===== src/rtl/alu_arbiter.sv =====
// alu_arbiter: shares one combinational alu between NUM_REQ requesters.
// Define ALU_ARB_ROUND_ROBIN_EN for round-robin; default is fixed priority.

package rv;

  typedef enum logic [4:0] {
    ALU_ADD  = 5'd0,
    ALU_SUB  = 5'd1,
    ALU_SLL  = 5'd2,
    ALU_SLT  = 5'd3,
    ALU_SLTU = 5'd4,
    ALU_XOR  = 5'd5,
    ALU_SRL  = 5'd6,
    ALU_SRA  = 5'd7,
    ALU_OR   = 5'd8,
    ALU_AND  = 5'd9,
    ALU_EQ   = 5'd10,
    ALU_NE   = 5'd11,
    ALU_LT   = 5'd12,
    ALU_GE   = 5'd13,
    ALU_LTU  = 5'd14,
    ALU_GEU  = 5'd15
  } RV32_ALU_OPCODE;

endpackage

module alu
  import rv::*;
(
  input  logic [31:0]    op1,
  input  logic [31:0]    op2,
  input  RV32_ALU_OPCODE opcode,
  output logic [31:0]    result
);

  logic [4:0] shamt;
  logic       lt_s;
  logic       lt_u;

  assign shamt = op2[4:0];
  assign lt_s  = $signed(op1) < $signed(op2);
  assign lt_u  = op1 < op2;

  always_comb begin
    result = '0;
    unique case (opcode)
      ALU_ADD:  result = op1 + op2;
      ALU_SUB:  result = op1 - op2;
      ALU_SLL:  result = op1 << shamt;
      ALU_SLT:  result = {31'd0, lt_s};
      ALU_SLTU: result = {31'd0, lt_u};
      ALU_XOR:  result = op1 ^ op2;
      ALU_SRL:  result = op1 >> shamt;
      ALU_SRA:  result = $unsigned($signed(op1) >>> shamt);
      ALU_OR:   result = op1 | op2;
      ALU_AND:  result = op1 & op2;
      ALU_EQ:   result = {31'd0, op1 == op2};
      ALU_NE:   result = {31'd0, op1 != op2};
      ALU_LT:   result = {31'd0, lt_s};
      ALU_GE:   result = {31'd0, !lt_s};
      ALU_LTU:  result = {31'd0, lt_u};
      ALU_GEU:  result = {31'd0, !lt_u};
      default:  result = 'x;
    endcase
  end

endmodule

module alu_arbiter
  import rv::*;
#(
  parameter int NUM_REQ = 2,
  parameter int IDW     = $clog2(NUM_REQ)
) (
  input  logic                            clk,
  input  logic                            rst,
  input  logic           [NUM_REQ-1:0]    req_valid,
  output logic           [NUM_REQ-1:0]    req_ready,
  input  logic           [NUM_REQ-1:0][31:0] req_op1,
  input  logic           [NUM_REQ-1:0][31:0] req_op2,
  input  RV32_ALU_OPCODE [NUM_REQ-1:0]    req_opcode,
  output logic           [NUM_REQ-1:0]    resp_valid,
  input  logic           [NUM_REQ-1:0]    resp_ready,
  output logic           [31:0]           resp_result
);

  logic           s1_valid;
  logic [IDW-1:0] s1_owner;
  logic [31:0]    s1_op1;
  logic [31:0]    s1_op2;
  RV32_ALU_OPCODE s1_opcode;

  logic           s2_valid;
  logic [IDW-1:0] s2_owner;
  logic [31:0]    s2_result;

  logic [31:0]    alu_res;
  logic           resp_fire;
  logic           s2_free;
  logic           s1_adv;
  logic           s1_free;
  logic           found;
  logic [IDW-1:0] gnt_id;
  logic           accept;

  alu u_alu (
    .op1    (s1_op1),
    .op2    (s1_op2),
    .opcode (s1_opcode),
    .result (alu_res)
  );

  always_comb begin
    resp_valid = '0;
    for (int i = 0; i < NUM_REQ; i++) begin
      resp_valid[i] = s2_valid && (s2_owner == IDW'(i));
    end
  end

  assign resp_result = s2_result;
  assign resp_fire   = |(resp_valid & resp_ready);
  assign s2_free     = !s2_valid || resp_fire;
  assign s1_adv      = s1_valid && s2_free;
  assign s1_free     = !s1_valid || s1_adv;

`ifdef ALU_ARB_ROUND_ROBIN_EN
  logic [IDW-1:0] last;

  // Search begins just after the most recent winner and wraps.
  always_comb begin
    logic [IDW-1:0] idx;
    found  = 1'b0;
    gnt_id = '0;
    idx    = '0;
    for (int k = 1; k <= NUM_REQ; k++) begin
      idx = IDW'((int'(last) + k) % NUM_REQ);
      if (!found && req_valid[idx]) begin
        found  = 1'b1;
        gnt_id = idx;
      end
    end
  end

  always_ff @(posedge clk) begin
    if (rst) begin
      last <= IDW'(NUM_REQ - 1);
    end else if (accept) begin
      last <= gnt_id;
    end
  end
`else
  // Walk downwards so the lowest valid index is the last one written.
  always_comb begin
    found  = 1'b0;
    gnt_id = '0;
    for (int i = NUM_REQ - 1; i >= 0; i--) begin
      if (req_valid[i]) begin
        found  = 1'b1;
        gnt_id = IDW'(i);
      end
    end
  end
`endif

  always_comb begin
    req_ready = '0;
    if (s1_free && found && !rst) begin
      req_ready[gnt_id] = 1'b1;
    end
  end

  assign accept = |req_ready;

  always_ff @(posedge clk) begin
    if (rst) begin
      s1_valid  <= 1'b0;
      s1_owner  <= '0;
      s1_op1    <= '0;
      s1_op2    <= '0;
      s1_opcode <= ALU_ADD;
      s2_valid  <= 1'b0;
      s2_owner  <= '0;
      s2_result <= '0;
    end else begin
      if (s1_adv) begin
        s2_valid  <= 1'b1;
        s2_owner  <= s1_owner;
        s2_result <= alu_res;
      end else if (resp_fire) begin
        s2_valid  <= 1'b0;
      end
      if (accept) begin
        s1_valid  <= 1'b1;
        s1_owner  <= gnt_id;
        s1_op1    <= req_op1[gnt_id];
        s1_op2    <= req_op2[gnt_id];
        s1_opcode <= req_opcode[gnt_id];
      end else if (s1_adv) begin
        s1_valid  <= 1'b0;
      end
    end
  end

  // Encodings 16..31 are not operations; a requester sending one is broken.
  a_legal_op: assert property (
    @(posedge clk) disable iff (rst)
    s1_valid |-> !s1_opcode[4]
  );

  a_one_grant: assert property (
    @(posedge clk) disable iff (rst)
    $onehot0(req_ready)
  );

endmodule


===== config.mk =====
export PLATFORM = sky130hd
export DESIGN_NAME = alu_arbiter
export DESIGN_NICKNAME = d
export VERILOG_FILES = /design/src/rtl/alu_arbiter.sv
export SDC_FILE = /design/constraint.sdc
export NUM_CORES = 1
export LEC_CHECK = 0
export BUFFER_PORTS_ARGS = -buffer_cell sky130_fd_sc_hd__buf_4
export CAP_MARGIN = 25
export CORE_MARGIN = 5
export CORE_UTILIZATION = 40
export CTS_CLUSTER_DIAMETER = 30
export DETAILED_ROUTE_END_ITERATION = 8
export GPL_ROUTABILITY_DRIVEN = 1
export PLACE_DENSITY_LB_ADDON = 0.05
export REMOVE_ABC_BUFFERS = 1
export SLEW_MARGIN = 20
export SYNTH_ARGS = -nofsm -noshare
export SYNTH_HDL_FRONTEND = slang
export SYNTH_SLANG_ARGS = --single-unit

===== constraint.sdc =====
create_clock -name clk -period 5.6 [get_ports clk]
set_clock_uncertainty 0.15 [all_clocks]
set_input_delay 0.84 -clock clk [delete_from_list [all_inputs] [get_ports clk]]
set_output_delay 0.84 -clock clk [all_outputs]
set_load 0.01 [all_outputs]

=== After elaboration in Yosys (flattened, before gate mapping) ===
Index checks and enable logic that the tools add are counted.

* Bitwise gates (word level): 5
* $add $sub $neg: 2
* Reduce and logical (&&, ||, !) cells: 20
* Shifts and indexed selects: 3
* Muxes and demuxes: 17
* $lt $le $gt $ge: 4
* Equality and inequality tests: 17

{| class="wikitable"
|+ Operators by type and width
! operator !! number
|-
| 32-bit case mux with 14 select lines || 1
|-
| 32-bit two-way mux || 4
|-
| 32-bit less-than comparator || 2
|-
| 5-bit by 4-bit == test with 1-bit output, second input constant || 8
|-
| 32-bit adder || 1
|-
| 32-bit AND || 1
|-
| 32-bit == test || 1
|-
| 32-bit != test || 1
|-
| 32-bit bitwise OR || 1
|-
| 32-bit by 5-bit left shift with 32-bit output || 1
|-
| 32-bit by 5-bit right shift with 32-bit output || 1
|-
| 32-bit by 5-bit >>> shifter with 32-bit output || 1
|-
| 32-bit subtractor || 1
|-
| 32-bit XOR || 1
|-
| 5-bit by 3-bit == test with 1-bit output, second input constant || 4
|-
| 5-bit by 2-bit == test with 1-bit output, second input constant || 2
|-
| 5-bit two-way mux || 2
|-
| 1-bit two-way mux || 8
|-
| 2-bit OR reduction || 4
|-
| 1-bit logical AND || 6
|-
| 5-bit by 1-bit == test with 1-bit output, second input constant || 1
|-
| 1-bit zero test || 5
|-
| 5-bit zero test || 1
|-
| 2-bit nonzero test || 2
|-
| 7 further kinds || 8
|}

* Input port bits: 144
* Logic and storage cells: 76
* Output and inout port bits: 36
* Flip-flop bits (word level): 105

=== Depth between registers and ports, before layout ===
* Depth after elaboration: 12
* Depth in mapped cells: 16
* Gate-level depth less buffers: 12

=== Modules after synthesis ===
From an unflattened synthesis, not the netlist that was laid out.

* Cell total of the unflattened synthesis: 1,960
* Area total of the unflattened synthesis: 14,485.1 um^2

{| class="wikitable"
|+ By module, submodules not included
! module !! times used !! cells an instance !! area each (um^2) !! seq. area each (um^2)
|-
| alu || 1 || 1,316 || 8,872.3 || 0.0
|-
| alu_arbiter || 1 || 644 || 5,612.9 || 2,102.0
|}

=== Worst setup path after synthesis ===
OpenSTA, ideal clock, no wires.

* Path type: register to register
* From: register s1_op2[2]
* To: register s2_result[24], in the netlist resp_result[24]
* Library setup time: 0.112 ns
* Data required time: 5.338 ns
* Clock period less this slack: 4.362 ns
* Arrival time: 4.100 ns
* Buffers on the path: 5
* Slack: 1.238 ns
* Stages on the path, launching flop included: 17
* Cell sequence: dfxtp_1 clkbuf_1 inv_2 buf_1 buf_2 buf_1 ha_1 clkbuf_1 o21ba_2 or4_1 a31o_2 a211oi_2 o211ai_1 nand2_1 a31oi_1 mux2_2 a2111oi_1

* Longest elaborated chain between the ends: 2
* Elaborated cells between the ends (all ways): 6
* Those cells by class: add/sub (2); shift (3); mux (1)

{| class="wikitable"
|+ Ends and longest elaborated chain
! what !! line !! RTL
|-
| from (decl) || 90 || <nowiki>logic [31:0] s1_op2;</nowiki>
|-
| from (signal assigned) || 196 || <nowiki>s1_op2 <= req_op2[gnt_id];</nowiki>
|-
| 32-bit subtractor (tied with other cells) || 48 || <nowiki>ALU_SUB: result = op1 - op2;</nowiki>
|-
| 32-bit case mux with 14 select lines * || 46 || <nowiki>unique case (opcode)</nowiki>
|-
| to (signal assigned) || 188 || <nowiki>s2_result <= alu_res;</nowiki>
|-
| to (decl) || 95 || <nowiki>logic [31:0] s2_result;</nowiki>
|}

Every way passes the cells marked *; elsewhere a longest branch is shown, timed or not.
A chain may end at the register's enable or synchronous reset.

=== Worst setup path after layout ===
* From: register s1_op2[1]
* To: register s2_result[31], in the netlist resp_result[31]

Same word-level chain as after synthesis.

==> summary.md <==
| Metric | Value |
|---|---|
| Synth Flop Type | dfxtp_1 |
| Synth async-reset ratio | 0% |
| VDD IR max | 165 uV |
| Post-synthesis cell area | 0.0127 mm^2 |
| Global Route Usage Sum | 31.1% |
| Clock power frac | 21.5% |
| Yosys top cell area share | 16.6% |
| Die height | 188 um |
| Hold Crit Class | flip-flop to flip-flop |
| # Post-CTS Setup Buffers | 0 |
| Overflow after GRT | 0 |
| Mapped Cells | 1720 |
| Pre-Repair DR Iteration Count | 5 |
| Status | finished clean |
| Crit end category | flip-flop |
| CTS root buffer | clkbuf_16 |
| Largest family of logic cells by synthesized area | compound AO/OA/AOI/OAI gates |
| Hold buffer count at cts | 0 |
| Setup tns final | 0 ps |
| Arr. time, crit path | 4350 ps |
| Final ANT Viol Nets | 0 |
| Sw frac | 44.9% |
| Number of inserted diodes | 0 |
| DR vias/cell | 6.45 |
| Xor and xnor fraction of the mapped netlist area | 1.45% |
| Area of the die | 0.0354 mm^2 |
| Setup slack after layout | 1410 ps |
| Global-route wire length before repair | 84700 um |
| Port bufs | 179 |
| Num rows | 65 |
| Synth cell count leaders | nor2_1 (226), a21oi_1 (133), nand2_1 (115), clkbuf_1 (111), dfxtp_1 (105) |
| RSZ-0062 raised after global routing | false |
| Clk Latency, worst-skew pair | 390 ps |
| Crit share post-route | 74.8% |
| Final setup fails | 0 |
| Initial antenna violation count | 1 |
| Die width | 188 um |
| Worst Path Max Fanout | 31 |
| Multi-input gate area | 0.00968 mm^2 |
| Compound-Gate Fraction of Synth Area | 33.9% |
| Combinational share of power | 50.5% |
| FMAX | 239 MHz |
| Adder-cell share of the synthesized area | 9.88% |
| Flop pwr share | 28.1% |
| Filler cells | 3286 |
| Yosys top cell by area | dfxtp_1 |
| Proportion of synthesized area in mux cells | 12.9% |
| DP Worst Slack | 1580 ps |
| Final Cell Area | 0.0147 mm^2 |
| CTS tree | yes |
| Setup CP Type | flip-flop to flip-flop |
| Average cell area after synthesis | 7.38 um^2 |
| NumNets Final | 2048 |
| Area after DPL | 0.0144 mm^2 |
| Residual DRC count | 0 |
| Detailed Route Iter0 Violations | 1558 |
| Clock transition at the registers of the reported paths | 80 ps |
| Vias in the first global route | 13300 |
| Synth warnings | 0 |
| Post-cts resize count | 0 |
| Vias | 14300 |
| # clock sinks | 105 |
| Final min period | 4190 ps |
| Internal power | 1.80 mW |
| Estimated wirelength of the detail-placed design | 43800 um |
| Synth-to-Final Area Change | 15.5% |
| Starting Density | 40.3% |
| Total power | 3.27 mW |
| Drt wl/cell | 25.9 um |
| Sequential Area | 0.00211 mm^2 |
| Slew @ Worst Pin | 1110 ps |
| Pwr Density | 223 mW/mm^2 |
| Final Hold Fails | 0 |
| Crit path launch type | flip-flop |
| CTS Buf Count | 9 |
| P_leak | 5.78 nW |
| Seq/Total Area, Yosys | 16.6% |
| Max Cap Viol | 0 |
| Share of layout cells above drive strength 1 | 18.3% |
| IO Pins | 180 |
| Synth Area in Simple Gates | 17.5% |
| Largest net degree at the start of global routing | 71 |
| Seq cells post-synth | 105 |
| Final GP Congestion | 0.985 |
| Largest cells by area after synthesis | dfxtp_1 (17%), ha_1 (9.6%), mux4_2 (7.5%) |
| Core Area | 0.0315 mm^2 |
| Max H-tree Level | 3 |
| Final slew viol count | 0 |
| CP Data Required Time | 5760 ps |
| Clock Tree Buf Depth | 2 |
| Synth unique cells | 78 |
| Switching power total | 1.47 mW |
| Slew HR | 25.2% |
| Most frequent cell after synthesis | nor2_1 |
| Post-synth EDFFs | 0 |
| Post-Route WL | 57300 um |
| Final core utilization | 46.6% |
==> worst max-delay path, stage by stage (launching register included) <==
cell       delay, ps
dfxtp_4          590
inv_1            260
ha_1             410
a21oi_1          110
nand4b_1         310
a211oi_1         360
o21ai_0          280
a311oi_1         550
o21ai_0          300
a2111oi_0        440
o22ai_1          130
a211oi_1         200
==> worst paths after layout <==
check,depth (start not counted),end,slack [ps],from
min reg2reg,2,resp_result[21]$_SDFFE_PP0P_,310,resp_result[21]$_SDFFE_PP0P_
max,11,resp_result[31]$_SDFFE_PP0P_,1410,s1_op2[1]$_SDFFE_PP0P_
max reg2reg,11,resp_result[31]$_SDFFE_PP0P_,1410,s1_op2[1]$_SDFFE_PP0P_
min,2,resp_result[21]$_SDFFE_PP0P_,310,resp_result[21]$_SDFFE_PP0P_
==> power by group through the flow <==
stage / Sequential (mW) / Combinational [mW] / Clock [mW]
after floorplan: 0.952 / 0.960 / 0
after global placement: 0.928 / 1.60 / 0
after detailed placement: 0.931 / 1.61 / 0
after CTS: 0.914 / 1.61 / 0.715
after global routing: 0.928 / 1.77 / 0.742
final: 0.917 / 1.65 / 0.702
==> kinds of logic after synthesis <==
| family | after synthesis |
|---|---|
| AOI/OAI and AO/OA | 639 |
| and+or+nand+nor | 495 |
| buffers and inverters | 252 |
| muxes | 109 |
| DFF | 105 |
| adders and majority gates | 99 |
| xor gates and xnor gates | 21 |
==> through the flow <==
stage	hold WS (ps)	cells
2_1_floorplan	276	1568
3_3_place_gp	290	2196
3_5_place_dp	298	2196
4_1_cts	309	2212
5_1_grt	325	2212
6_report	307	2212
==> registers in the layout, indices dropped and copies added, names as in the netlist <==
signal	count
resp_result	32
s1_op1	32
s1_op2	32
s1_opcode	5
s1_owner	1
s1_valid	1
s2_owner	1
s2_valid	1
==> metal layers <==
layer / global-route usage [%] / wire length (um)
met4: 9.74 / 1660
met2: 46.0 / 24500
met5: 0 / 20
met3: 6.85 / 5400
met1: 45.1 / 25700
==> layout by cell type (no fill, tap or decap), drive strengths merged, types with 28 or more instances in the layout <==
master,count
nor3,34
o21ai,90
ha,97
mux2i,51
nor2,226
mux4,42
nand2,115
o211ai,33
nand3,28
a211oi,102
a21oi,133
buf,226
o22ai,78
dfxtp,105
inv,102
==> final cells by class <==
class	instances	area share, %
Clock buffer	11	1.66
Clock inverter	5	0.418
Inverter	100	2.56
Timing Repair Buffer	226	11.6
Multi-Input combinational cell	1363	66.0
Tap cell	402	3.43
Sequential cell	105	14.4
Power figures use the tool's default switching activity.
